[config.mk]
export PLATFORM = sky130hd
export DESIGN_NAME = multicycle_control_unit
export DESIGN_NICKNAME = d
export VERILOG_FILES = /design/src/rtl/mips_ctrl_pkg.sv /design/src/rtl/multicycle_control_unit_alu_decoder.sv /design/src/rtl/multicycle_control_unit.sv
export SDC_FILE = /design/constraint.sdc
export NUM_CORES = 1
export LEC_CHECK = 0
export CAP_MARGIN = 20
export CORE_ASPECT_RATIO = 1.25
export CORE_UTILIZATION = 35
export CTS_BUF_LIST = sky130_fd_sc_hd__clkbuf_8
export CTS_CLUSTER_SIZE = 30
export DETAILED_ROUTE_END_ITERATION = 10
export PLACE_DENSITY_LB_ADDON = 0.15
export SYNTH_ARGS = -nofsm -noshare
export SYNTH_HDL_FRONTEND = slang
export SYNTH_SLANG_ARGS = --single-unit
[constraint.sdc]
create_clock -name clk -period 1.7 [get_ports clk]
set_input_delay 0.34 -clock clk [delete_from_list [all_inputs] [get_ports clk]]
set_output_delay 0.34 -clock clk [all_outputs]
set_load 0.005 [all_outputs]
[src/rtl/mips_ctrl_pkg.sv]
// mips_ctrl_pkg: shared opcode/funct, ALU code, mux code and state definitions for the MIPS control units
package mips_ctrl_pkg;

   localparam logic [5:0] OP_RTYPE = 6'b000000;
   localparam logic [5:0] OP_LW    = 6'b100011;
   localparam logic [5:0] OP_SW    = 6'b101011;
   localparam logic [5:0] OP_ADDI  = 6'b001000;
   localparam logic [5:0] OP_BEQ   = 6'b000100;
   localparam logic [5:0] OP_J     = 6'b000010;

   localparam logic [5:0] FN_ADD = 6'b100000;
   localparam logic [5:0] FN_SUB = 6'b100010;
   localparam logic [5:0] FN_SLT = 6'b101010;
   localparam logic [5:0] FN_MUL = 6'b011100;

   localparam logic [2:0] ALU_ADD = 3'b010;
   localparam logic [2:0] ALU_SUB = 3'b100;
   localparam logic [2:0] ALU_SLT = 3'b110;
   localparam logic [2:0] ALU_MUL = 3'b101;

   localparam logic [1:0] SRCB_RT    = 2'b00;
   localparam logic [1:0] SRCB_FOUR  = 2'b01;
   localparam logic [1:0] SRCB_IMM   = 2'b10;
   localparam logic [1:0] SRCB_IMMSH = 2'b11;

   localparam logic [1:0] PC_ALU    = 2'b00;
   localparam logic [1:0] PC_ALUOUT = 2'b01;
   localparam logic [1:0] PC_JUMP   = 2'b10;

   typedef enum logic [1:0] {
      AOP_ADD,
      AOP_SUB,
      AOP_FUNCT,
      AOP_MUL
   } alu_op_t;

   typedef enum logic [3:0] {
      S_RST,
      S_FETCH,
      S_DECODE,
      S_MEMADR,
      S_MEMRD,
      S_MEMWB,
      S_MEMWR,
      S_EXEC,
      S_MULWAIT,
      S_ALUWB,
      S_ADDI_EX,
      S_ADDI_WB,
      S_BRANCH,
      S_JUMP
   } state_t;

endpackage

[src/rtl/multicycle_control_unit_alu_decoder.sv]
// alu_decoder: maps the FSM's ALU request plus the R-type funct field onto an ALU control code
module alu_decoder
   import mips_ctrl_pkg::*;
#(
   parameter int ALUCTRL_W  = 3,
   parameter bit ENABLE_MUL = 1'b1
) (
   input  logic [5:0]           funct,
   input  alu_op_t              alu_op,
   output logic [ALUCTRL_W-1:0] alu_control
);

   logic [2:0] code;

   // fixed ops from the FSM win; otherwise funct selects, with unknown functs (and mul when absent) falling back to add
   always_comb begin
      code = (alu_op == AOP_SUB)                  ? ALU_SUB :
             (alu_op == AOP_MUL)                  ? ALU_MUL :
             (alu_op == AOP_ADD)                  ? ALU_ADD :
             (funct == FN_SUB)                    ? ALU_SUB :
             (funct == FN_SLT)                    ? ALU_SLT :
             (ENABLE_MUL && funct == FN_MUL)      ? ALU_MUL :
                                                    ALU_ADD;
   end

   assign alu_control = ALUCTRL_W'(code);

endmodule

[src/rtl/multicycle_control_unit.sv]
// multicycle_control_unit: multicycle MIPS control FSM driving the shared-ALU/shared-memory datapath
module multicycle_control_unit
   import mips_ctrl_pkg::*;
#(
   parameter int MUL_CYCLES = 4,
   parameter int ALUCTRL_W  = 3,
   parameter bit ENABLE_MUL = 1'b1
) (
   input  logic                 clk,
   input  logic                 rst,
   input  logic [31:0]          instr,
   input  logic                 mem_ready,
   input  logic                 zero,
   output logic                 pc_write,
   output logic                 pc_write_cond,
   output logic                 iord,
   output logic                 mem_read,
   output logic                 mem_write,
   output logic                 ir_write,
   output logic                 mem_to_reg,
   output logic                 reg_dst,
   output logic                 reg_write,
   output logic                 alu_src_a,
   output logic [1:0]           alu_src_b,
   output logic [1:0]           pc_src,
   output logic [ALUCTRL_W-1:0] alu_control,
   output logic                 illegal_instr
);

   localparam logic [3:0] MUL_LOAD = 4'(MUL_CYCLES - 1);

   state_t     state, next;
   logic [3:0] cnt, cnt_next;
   alu_op_t    alu_op;
   logic [5:0] opcode, funct;
   logic       mul_op;
   logic       unused_bits;

   assign opcode = instr[31:26];
   assign funct  = instr[5:0];
   assign mul_op = ENABLE_MUL && (funct == FN_MUL) && (MUL_CYCLES > 1);

   // zero is consumed by the datapath together with pc_write_cond; the remaining instruction fields belong to it too
   assign unused_bits = ^{zero, instr[25:6]};

   // state and mul counter register; reset aborts any instruction in flight
   always_ff @(posedge clk or posedge rst) begin
      if (rst) begin
         state <= S_RST;
         cnt   <= '0;
      end else begin
         state <= next;
         cnt   <= cnt_next;
      end
   end

   // next-state and per-state datapath control decode
   always_comb begin
      next          = state;
      cnt_next      = cnt;
      alu_op        = AOP_ADD;
      pc_write      = 1'b0;
      pc_write_cond = 1'b0;
      iord          = 1'b0;
      mem_read      = 1'b0;
      mem_write     = 1'b0;
      ir_write      = 1'b0;
      mem_to_reg    = 1'b0;
      reg_dst       = 1'b0;
      reg_write     = 1'b0;
      alu_src_a     = 1'b0;
      alu_src_b     = SRCB_RT;
      pc_src        = PC_ALU;
      illegal_instr = 1'b0;
      case (state)
         S_RST: next = S_FETCH;
         S_FETCH: begin
            mem_read  = 1'b1;
            alu_src_b = SRCB_FOUR;
            ir_write  = mem_ready;
            pc_write  = mem_ready;
            next      = mem_ready ? S_DECODE : S_FETCH;
         end
         S_DECODE: begin
            alu_src_b = SRCB_IMMSH;
            case (opcode)
               OP_LW, OP_SW: next = S_MEMADR;
               OP_RTYPE:     next = S_EXEC;
               OP_ADDI:      next = S_ADDI_EX;
               OP_BEQ:       next = S_BRANCH;
               OP_J:         next = S_JUMP;
               default: begin
                  illegal_instr = 1'b1;
                  next          = S_FETCH;
               end
            endcase
         end
         S_MEMADR: begin
            alu_src_a = 1'b1;
            alu_src_b = SRCB_IMM;
            next      = (opcode == OP_LW) ? S_MEMRD : S_MEMWR;
         end
         S_MEMRD: begin
            mem_read = 1'b1;
            iord     = 1'b1;
            next     = mem_ready ? S_MEMWB : S_MEMRD;
         end
         S_MEMWB: begin
            reg_write  = 1'b1;
            mem_to_reg = 1'b1;
            next       = S_FETCH;
         end
         S_MEMWR: begin
            mem_write = 1'b1;
            iord      = 1'b1;
            next      = mem_ready ? S_FETCH : S_MEMWR;
         end
         S_EXEC: begin
            alu_src_a = 1'b1;
            alu_op    = AOP_FUNCT;
            cnt_next  = MUL_LOAD;
            next      = mul_op ? S_MULWAIT : S_ALUWB;
         end
         S_MULWAIT: begin
            alu_src_a = 1'b1;
            alu_op    = AOP_MUL;
            cnt_next  = cnt - 4'd1;
            next      = (cnt <= 4'd1) ? S_ALUWB : S_MULWAIT;
         end
         S_ALUWB: begin
            reg_write = 1'b1;
            reg_dst   = 1'b1;
            next      = S_FETCH;
         end
         S_ADDI_EX: begin
            alu_src_a = 1'b1;
            alu_src_b = SRCB_IMM;
            next      = S_ADDI_WB;
         end
         S_ADDI_WB: begin
            reg_write = 1'b1;
            next      = S_FETCH;
         end
         S_BRANCH: begin
            alu_src_a     = 1'b1;
            alu_op        = AOP_SUB;
            pc_write_cond = 1'b1;
            pc_src        = PC_ALUOUT;
            next          = S_FETCH;
         end
         S_JUMP: begin
            pc_write = 1'b1;
            pc_src   = PC_JUMP;
            next     = S_FETCH;
         end
         default: next = S_FETCH;
      endcase
   end

   alu_decoder #(
      .ALUCTRL_W (ALUCTRL_W),
      .ENABLE_MUL(ENABLE_MUL)
   ) u_alu_decoder (
      .funct      (funct),
      .alu_op     (alu_op),
      .alu_control(alu_control)
   );

endmodule

# Word-level counts from Yosys, hierarchy flattened
# Index checks and enable logic that the tools add are counted.
[totals]
register_bits = 8
inputBits = 36
output_inout_bits = 18
elab_cells = 67
[op_classes]
add_sub_neg = 1
magnitude_cmp = 1
eq_ne = 23
muxes = 30
reduce_logical = 10
[ops]
columns = ["op", "count"]
rows = [
  ["4-bit case mux with 8 select lines", 1],
  ["4-bit == test (second input constant)", 6],
  ["6-bit == test (second input constant)", 4],
  ["3-bit 2-to-1 mux", 7],
  ["4-bit case mux with 5 select lines", 1],
  ["4-bit by 3-bit == test with 1-bit output (second input constant)", 4],
  ["1-bit 2-to-1 mux", 14],
  ["2-bit case mux with 3 select lines", 2],
  ["4-bit by 2-bit == test with 1-bit output (second input constant)", 2],
  ["4-bit case mux with 2 select lines", 1],
  ["2-bit OR reduction", 4],
  ["6-bit by 2-bit == test with 1-bit output (second input constant)", 1],
  ["6-bit by 3-bit == test with 1-bit output (second input constant)", 1],
  ["6-bit by 4-bit == test with 1-bit output (second input constant)", 1],
  ["6-bit by 5-bit == test with 1-bit output (second input constant)", 1],
  ["6-bit zero test", 1],
  ["6-bit OR reduction", 1],
  ["5-bit OR reduction", 1],
  ["4-bit by 1-bit == test with 1-bit output (second input constant)", 1],
  ["4-bit by 1-bit <= comparator with 1-bit output (second input constant)", 1],
  ["2-bit 2-to-1 mux", 2],
  ["2-bit case mux with 2 select lines", 1],
  ["4-bit by 1-bit subtractor with 4-bit output (second input constant)", 1],
  ["3-bit OR reduction", 1],
  ["other kinds (5)", 5],
]

# Depth between registers and ports, before layout
# Gate-level depths: netlist of the first run.
[logic_depth]
word_depth = 7
ltp_mapped = 5
mapped_depth_nobuf = 4

# Cells and area by module
# A second synthesis of the first run with hierarchy kept.
[unflattened]
hier_cells = 117
area_unflattened_um2 = 867.1
[by_module_without_submodules]
columns = ["mod", "instances", "cells_per_inst", "area_each_um2", "seq_area_each_um2"]
rows = [
  ["multicycle_control_unit", 1, 109, 793.3, 200.2],
  ["alu_decoder", 1, 8, 73.8, 0.0],
]

# Least setup slack after synthesis of the first run
# OpenSTA, ideal clock, no wires.
[synth_path]
path_kind = "in2reg"
start = "in instr[27]"
end = "reg state[0]"
setup_time_ns = 0.138
arrival_time_ns = 1.412
t_required_ns = 1.562
path_slack_ns = 0.150
path_stages = 4
n_path_buf = 0
path_cell_list = "or4_1 -> or3_1 -> a21oi_1 -> a22oi_1"
[synth_between]
elab_chain_cells = 4
elab_cells_between_ends = 9
classes_between = "eq/ne (5); mux (2); reduce/logical (2)"
[synth_rtl]
columns = ["element", "line", "source"]
rows = [
  ["from (decl)", "multicycle_control_unit.sv:11", "input logic [31:0] instr,"],
  ["6-bit == test", "multicycle_control_unit.sv:86", "case (opcode)"],
  ["2-bit OR reduction", "-", ""],
  ["4-bit case mux with 5 select lines (*)", "multicycle_control_unit.sv:86", ""],
  ["4-bit case mux with 8 select lines (*)", "multicycle_control_unit.sv:75", "case (state)"],
  ["via next[0]", "multicycle_control_unit.sv:32", "state_t state, next;"],
  ["to (signal assigned)", "multicycle_control_unit.sv:52", "state <= next;"],
  ["to (decl)", "multicycle_control_unit.sv:32", ""],
]
# Mark *: on every way through the listed nets, which the timed path passes. The rest lies on a longest branch.
# A chain may end at the register's enable or synchronous reset.

# Worst setup path in the final report of the first run
[layout_path]
start = "reg state[3]"
end = "out alu_control[2]"
[layout_between]
elab_chain_cells = 6
elab_cells_between_ends = 10
classes_between = "eq/ne (5); mux (4); reduce/logical (1)"
[layout_rtl]
columns = ["element", "line", "source"]
rows = [
  ["4-bit == test / 4-bit by 3-bit == test with 1-bit output (equally long branches)", "multicycle_control_unit.sv:75", ""],
  ["2-bit case mux with 3 select lines (*)", "multicycle_control_unit.sv:75", ""],
  ["2-bit zero test", "multicycle_control_unit_alu_decoder.sv:19", "(alu_op == AOP_ADD) ? ALU_ADD :"],
  ["3-bit 2-to-1 mux", "multicycle_control_unit_alu_decoder.sv:19", ""],
  ["3-bit 2-to-1 mux", "multicycle_control_unit_alu_decoder.sv:18", "(alu_op == AOP_MUL) ? ALU_MUL :"],
  ["3-bit 2-to-1 mux (*)", "multicycle_control_unit_alu_decoder.sv:17", "code = (alu_op == AOP_SUB) ? ALU_SUB :"],
  ["to (decl)", "multicycle_control_unit.sv:26", "output logic [ALUCTRL_W-1:0] alu_control,"],
]
# Mark *: on every way between the ends. The rest lies on a longest branch, timed or not.

==> run metrics, run 1 <==
run status finished, violations left; failing checks setup timing; share of flip-flops with an asynchronous set or reset 100%; Final Setup Violations 2; Starting Density 37.0%; CTS tree done; htree depth 1; count leader, synth nor2_1; CP Data Arrival Time roughly 1500 ps; Root Buffer clkbuf_8; die height about 56 um; Detail Route Antenna Nets 0; Syn Inst Count approximately 110; met3 WL about 67 um; number of global-route vias before repair roughly 1,000; post-DR vias/cell 5.24; total power just under 2 mW; drt drc 0; WP buf/inv 2; Slew Limit Fails 0; multiplexer share of the synthesized area 0%; Vias approximately 1,100; synth cell count leaders nor2_1, a21oi_1, dfrtp_1; Fmax between 500 and 600 MHz; Worst-Margin Slew roughly 320 ps; CP Cell Sequence and3b_2 > nand2_4 > a211oi_4 > buf_4 > a21o_1 > buf_2; Worst Path Max Fanout 2; largest family of logic cells by synthesized area simple AND/OR/NAND/NOR gates; Syn Area/Cell around 7.3 um^2; Synth Area in Adders roughly 3.1%; M1 WL roughly 1100 um; width of the die ~45 um; area share of the largest cell type after synthesis 24.8%; Clock transition at path regs approximately 40 ps; metal2 WL about 1700 um; number of flops mapped to enable cells by yosys 0; static leakage 0.786 nW; core area 2190 um^2; first-pass GRT wire length about 4300 um; unrepaired setup endpoints after global routing true; total inserted antenna cells 0; DIE AREA between 2000 and 3000 um^2; Overflow after GRT 0; setup_tns -104 ps; Final min period 1800 ps; worst-case clock buffer depth 2; ys flop type dfrtp_1; R2R setup slack between 100 and 150 ps; Compound-Gate Fraction of Synth Area a little under a third; Seq/Total Area, Yosys 24.8%; Setup CP Type reg -> out; total wire length approximately 2900 um; crit share post-route 106%; drt initial violations 16; Clk Latency, worst-skew pair about 230 ps; CP peak stage delay 380 ps; Slew HR between 70% and 80%; post-synthesis cell type count 41; # port buffers 32; dominant cells by area after synthesis dfrtp_1, a21oi_1, nor2_1, nand2b_1, a21boi_1; VDD IR max about 920 uV; Req. time, crit path around 1400 ps; largest net degree at the start of global routing 11; Yosys Warn Count 0; post-synth top area cell dfrtp_1; Clock Skews 2.33 ps; GPL Wtd Cong between 0.7 and 0.8; CP endpoint kind primary output; synthesized area roughly 800 um^2; XOR/XNOR share of the synthesized area under 10%; site row count 19; final layout net count 222; pwr dens 1230 nW/um^2; global-route usage over all layers between 20% and 30%; initial antenna violation count 0; HP Class in -> async; drt pass-1 iters 6; Clock Sink Count 8; critical path's top delay family flip-flops; wire per inst between 10 and 15 um; Mapped Nets approximately 150; #FFs+latches synth 8; crit path launch type flip-flop; Area Growth Syn to Fin 95.5%; simple-gate portion of the synthesized area about 33%; HPWL reported at the end of detailed placement ~2000 um; # IOs 54; Final WS setup -98.4 ps; final hold vios 0; top sig layer met4; Max-Cap Viols 0; share of layout cells above drive strength 1 about half; Slowest-stage cell, CP dfrtp_1; CTS Buf Count 3
-- cell families after synthesis --
| kind of cell | after synthesis |
|---|---|
| buffers and inverters | 12 |
| AO/OA/AOI/OAI | 38 |
| XOR/XNOR | 2 |
| AND/OR/NAND/NOR | 49 |
| flip-flops | 8 |
| adder cells (fa/ha/maj) | 2 |
-- timing repair --
action | in CTS | in global routing
setup endpoints to repair | 20 | 18
gates resized for setup | 62 | 57
buffers inserted | 13 | 6
pin swaps | 6 | 11
hold buffers | 0 | 0
-- metrics by stage --
stage	util [%]	hold slack (ps)	setup WS (ps)	instance area (um^2)	instances
after floorplan	-	156	150	808	111
after global placement	61.4	508	-596	1340	194
after detailed placement	61.4	527	-655	1340	194
after CTS	70.0	383	-207	1530	210
after global routing	72.3	395	-148	1580	213
final	72.3	374	-98.4	1580	213
-- sequential cells by signal, indices dropped and copies added, names as in the netlist --
name / count
state: 4
cnt: 4
-- worst paths after layout --
| check | startpoint | cells past startpoint | endpoint |
|---|---|---|---|
| worst max-delay path | state[3] | 6 | alu_control[2] |
| max in group asynchronous | rst | 2 | state[0] |
| worst min-delay path | rst | 2 | cnt[0] |
| min in group clk | cnt[3] | 1 | cnt[3] |
| worst min register to register | cnt[3] | 1 | cnt[3] |
| worst max register to register | state[2] | 6 | state[0] |
-- power breakdown --
part	switching, mW	internal [mW]	total [mW]
clock	0.0750	0.153	0.228
sequential	0.0604	0.240	0.301
combinational	0.650	0.769	1.42
-- layer usage --
| layer | GRT usage [%] | up-vias |
|---|---|---|
| met5 | 0 | - |
| met4 | 5.63 | 0 |
| met3 | 2.60 | 2 |
| met2 | 43.9 | 20 |
| met1 | 22.5 | 545 |
| li1 | - | 550 |
-- placed cells by master, fill, tap and decap left out, types with 4 or more instances in the layout --
master	synthesis	layout
dlygate4sd2_1	0	7
clkbuf_2	0	14
buf_4	1	35
o21ai_1	5	4
buf_6	0	8
o21ai_0	4	4
nor2_1	13	9
dfrtp_1	8	7
buf_2	1	5
nand2_1	7	5
a21oi_1	10	9
-- worst register-to-register path, cell delays in order, from the launching register on --
cell and delay (ps):
dfrtp_1 400, buf_6 140, buf_8 130, nand2b_4 140, or3_4 360, a21oi_2 160, a22oi_1 110
-- layout make-up --
type                       count  area, um^2
multi-input combinational     91         692
fill                         175         607
timing repair buffer          76         592
sequential                     8         201
clock buffer                   3        41.3
tap                           31        38.8
inverter                       4        15.0
Power figures use the tool's default switching activity.
==> run 2, diff against run 1 <==
--- a/config.mk
+++ b/config.mk
@@ -9,6 +9,7 @@
 export CORE_ASPECT_RATIO = 1.25
 export CORE_UTILIZATION = 35
 export CTS_BUF_LIST = sky130_fd_sc_hd__clkbuf_8
+export CTS_CLUSTER_DIAMETER = 200
 export CTS_CLUSTER_SIZE = 30
 export DETAILED_ROUTE_END_ITERATION = 10
 export PLACE_DENSITY_LB_ADDON = 0.15
==> results of run 2 <==
Final layout, timing and power as in run 1 (identical DEF).
==> run 3, diff against run 2 <==
--- a/config.mk
+++ b/config.mk
@@ -6,8 +6,10 @@
 export NUM_CORES = 1
 export LEC_CHECK = 0
 export CAP_MARGIN = 20
+export CELL_PAD_IN_SITES_DETAIL_PLACEMENT = 1
+export CELL_PAD_IN_SITES_GLOBAL_PLACEMENT = 2
 export CORE_ASPECT_RATIO = 1.25
-export CORE_UTILIZATION = 35
+export CORE_UTILIZATION = 18
 export CTS_BUF_LIST = sky130_fd_sc_hd__clkbuf_8
 export CTS_CLUSTER_DIAMETER = 200
 export CTS_CLUSTER_SIZE = 30
==> run 3 against run 2 <==
  * The run still ends with setup timing left
  * First-iteration DRC count up 19%
  * Register-to-register slack worse by 160 ps
  * Setup slack got worse by 81 ps
  * Maximum frequency decreased by 4.3%
  * Worst hold slack improved by 5.8 ps
  * Via count increased by 3.2%
  * Count of clock-buffer cells in the layout stayed put
  * Clock skew grew 0.80 ps
  * Clock power rose by 7%
==> run metrics, run 3 (synthesis gave the netlist of run 1 again) <==
CP Cell Sequence buf_4 > buf_6 > buf_4 > nor2_4 > nand2_1 > a21boi_1 > buf_2; Clock transition at path regs 50 ps (about the same); static leakage 0.814 nW (+3.5%); # IOs 54 (unchanged); Req. time, crit path 1360 ps (about the same); post-layout util 41.9% (-30 points); run status finished, violations left; grt met2 use 32.7% (-11 points); failing checks setup timing; fin cells 248 (+16%); DIE AREA 4760 um^2 (+90%); width of the die 61.9 um (+38%); site row count 26 (+7); total power 2.37 mW (+22%); die height 76.9 um (+38%); total wire length 3660 um (+26%); core area 4200 um^2 (+92%); Clk Latency, worst-skew pair 230 ps (about the same); fillers 510 (+190%); most crowded layer after global routing met2; Detail Route Antenna Nets 0 (unchanged); Hold Slack 380 ps (+5.82 ps); Vias 1,153 (+3.2%); largest net degree at the start of global routing 9 (-2); CTS tree done; Clock Skews 3.13 ps (+0.799 ps); CP Data Arrival Time 1540 ps (+80 ps); htree depth 1 (unchanged); share of layout cells above drive strength 1 56.3% (+5.7 points); first-pass GRT wire length 5880 um (+38%); Fmax 532 MHz (-4.3%); critical path's top delay family buffers and inverters; final hold vios 0 (unchanged); WP buf/inv 4 (+2); crit path launch type flip-flop; Setup CP Type reg -> out; dpl cells 223 (+15%); final instance area 1760 um^2 (+11%); unrepaired setup endpoints after global routing true; # port buffers 32 (unchanged); post-placement cell area 1400 um^2 (+4.6%); CP endpoint kind primary output; most frequent cells in the layout buf_4, buf_6, buf_2; total inserted antenna cells 0 (unchanged); pwr dens 1350 nW/um^2 (+9.4%); Overflow after GRT 0 (unchanged); Worst Path Max Fanout 4 (+2); initial antenna violation count 0 (unchanged); most common cell after layout, fill and taps aside buf_4; Slew Limit Fails 0 (unchanged); met3 Use GR 1.01% (-1.6 points); wire per inst 14.8 um (+8.3%); Slew HR 71.9% (-6.5 points); HP Class in -> async; Starting Density 19.3% (-18 points); most used cell along the critical path buf_4; CTS Buf Count 3 (unchanged); Root Buffer clkbuf_8; drt drc 0 (unchanged); Clock Sink Count 8 (unchanged); number of global-route vias before repair 1,219 (+21%); Slowest-stage cell, CP dfrtp_2; Final Setup Violations 14 (+12); Area Growth Syn to Fin 117%; final layout net count 232 (+4.5%); CP peak stage delay 420 ps (+40 ps); post-DR vias/cell 4.65 (-11%); Final min period 1880 ps (+80.6 ps); Largest regs cnt: 4 flops, state: 4 flops; global-route usage over all layers 16.2% (-5.9 points); GPL Wtd Cong 0.713 (-9.0%); HPWL reported at the end of detailed placement 2560 um (+30%); GR Layer Usage met1 17.1% (-5.5 points); Final WS setup -179 ps (-80.6 ps); drt initial violations 19 (+3); worst-case clock buffer depth 2 (unchanged); drt pass-1 iters 4 (-2); Worst-Margin Slew 418 ps (+96.4 ps); VDD IR max 354 uV (-61%); crit share post-route 111% (+4.7 points); Max-Cap Viols 0 (unchanged)
-- run 3: metrics by stage --
stage	setup WS, ps	TNS (ps)
after floorplan	150	0
after global placement	-615	-4190
after detailed placement	-696	-4620
after CTS	-180	-417
after global routing	-253	-2120
final	-179	-1180
-- run 3: final timing paths --
kind,start,endpoint,slack [ps],cells after the start
worst max-delay path,state[1],alu_control[1],-180,7
worst min-delay path,rst,state[2],380,2
worst max register to register,state[1],state[1],-40,7
worst min register to register,cnt[3],cnt[3],520,1
max in group asynchronous,rst,state[0],1030,2
min in group clk,cnt[3],cnt[3],520,1
-- run 3: power breakdown --
group | switching, mW | leakage, nW | total, mW | internal [mW]
registers | 0.0495 | 0.0941 | 0.292 | 0.242
clock network | 0.0881 | 0.0216 | 0.243 | 0.155
logic | 0.806 | 0.698 | 1.83 | 1.03
total | 0.944 | 0.814 | 2.37 | 1.43
-- run 3: area by class of cell --
class                           count  area, um^2  share of cell area (%)
Multi-Input combinational cell     91         728                    41.5
Timing Repair Buffer               86         692                    39.4
Sequential cell                     8         203                    11.5
Tap cell                           56        70.1                    3.99
Clock buffer                        3        41.3                    2.35
Inverter                            4        22.5                    1.28
-- run 3: routing by layer --
layer  wire [um]  vias to the layer above
li1            -                      569
met1        1360                      564
met2        2220                       16
met3          57                        4
met4          23                        0
met5           0                        -
-- run 3: what timing repair did --
action                                  4_1_cts  5_1_grt
pin swaps                                    14       13
gates cloned                                  1        0
hold buffers                                  0        0
endpoints found under the hold margin         0        0
endpoints found under the setup margin       20       17
gates resized for setup                     102       41
setup buffers                                18        4
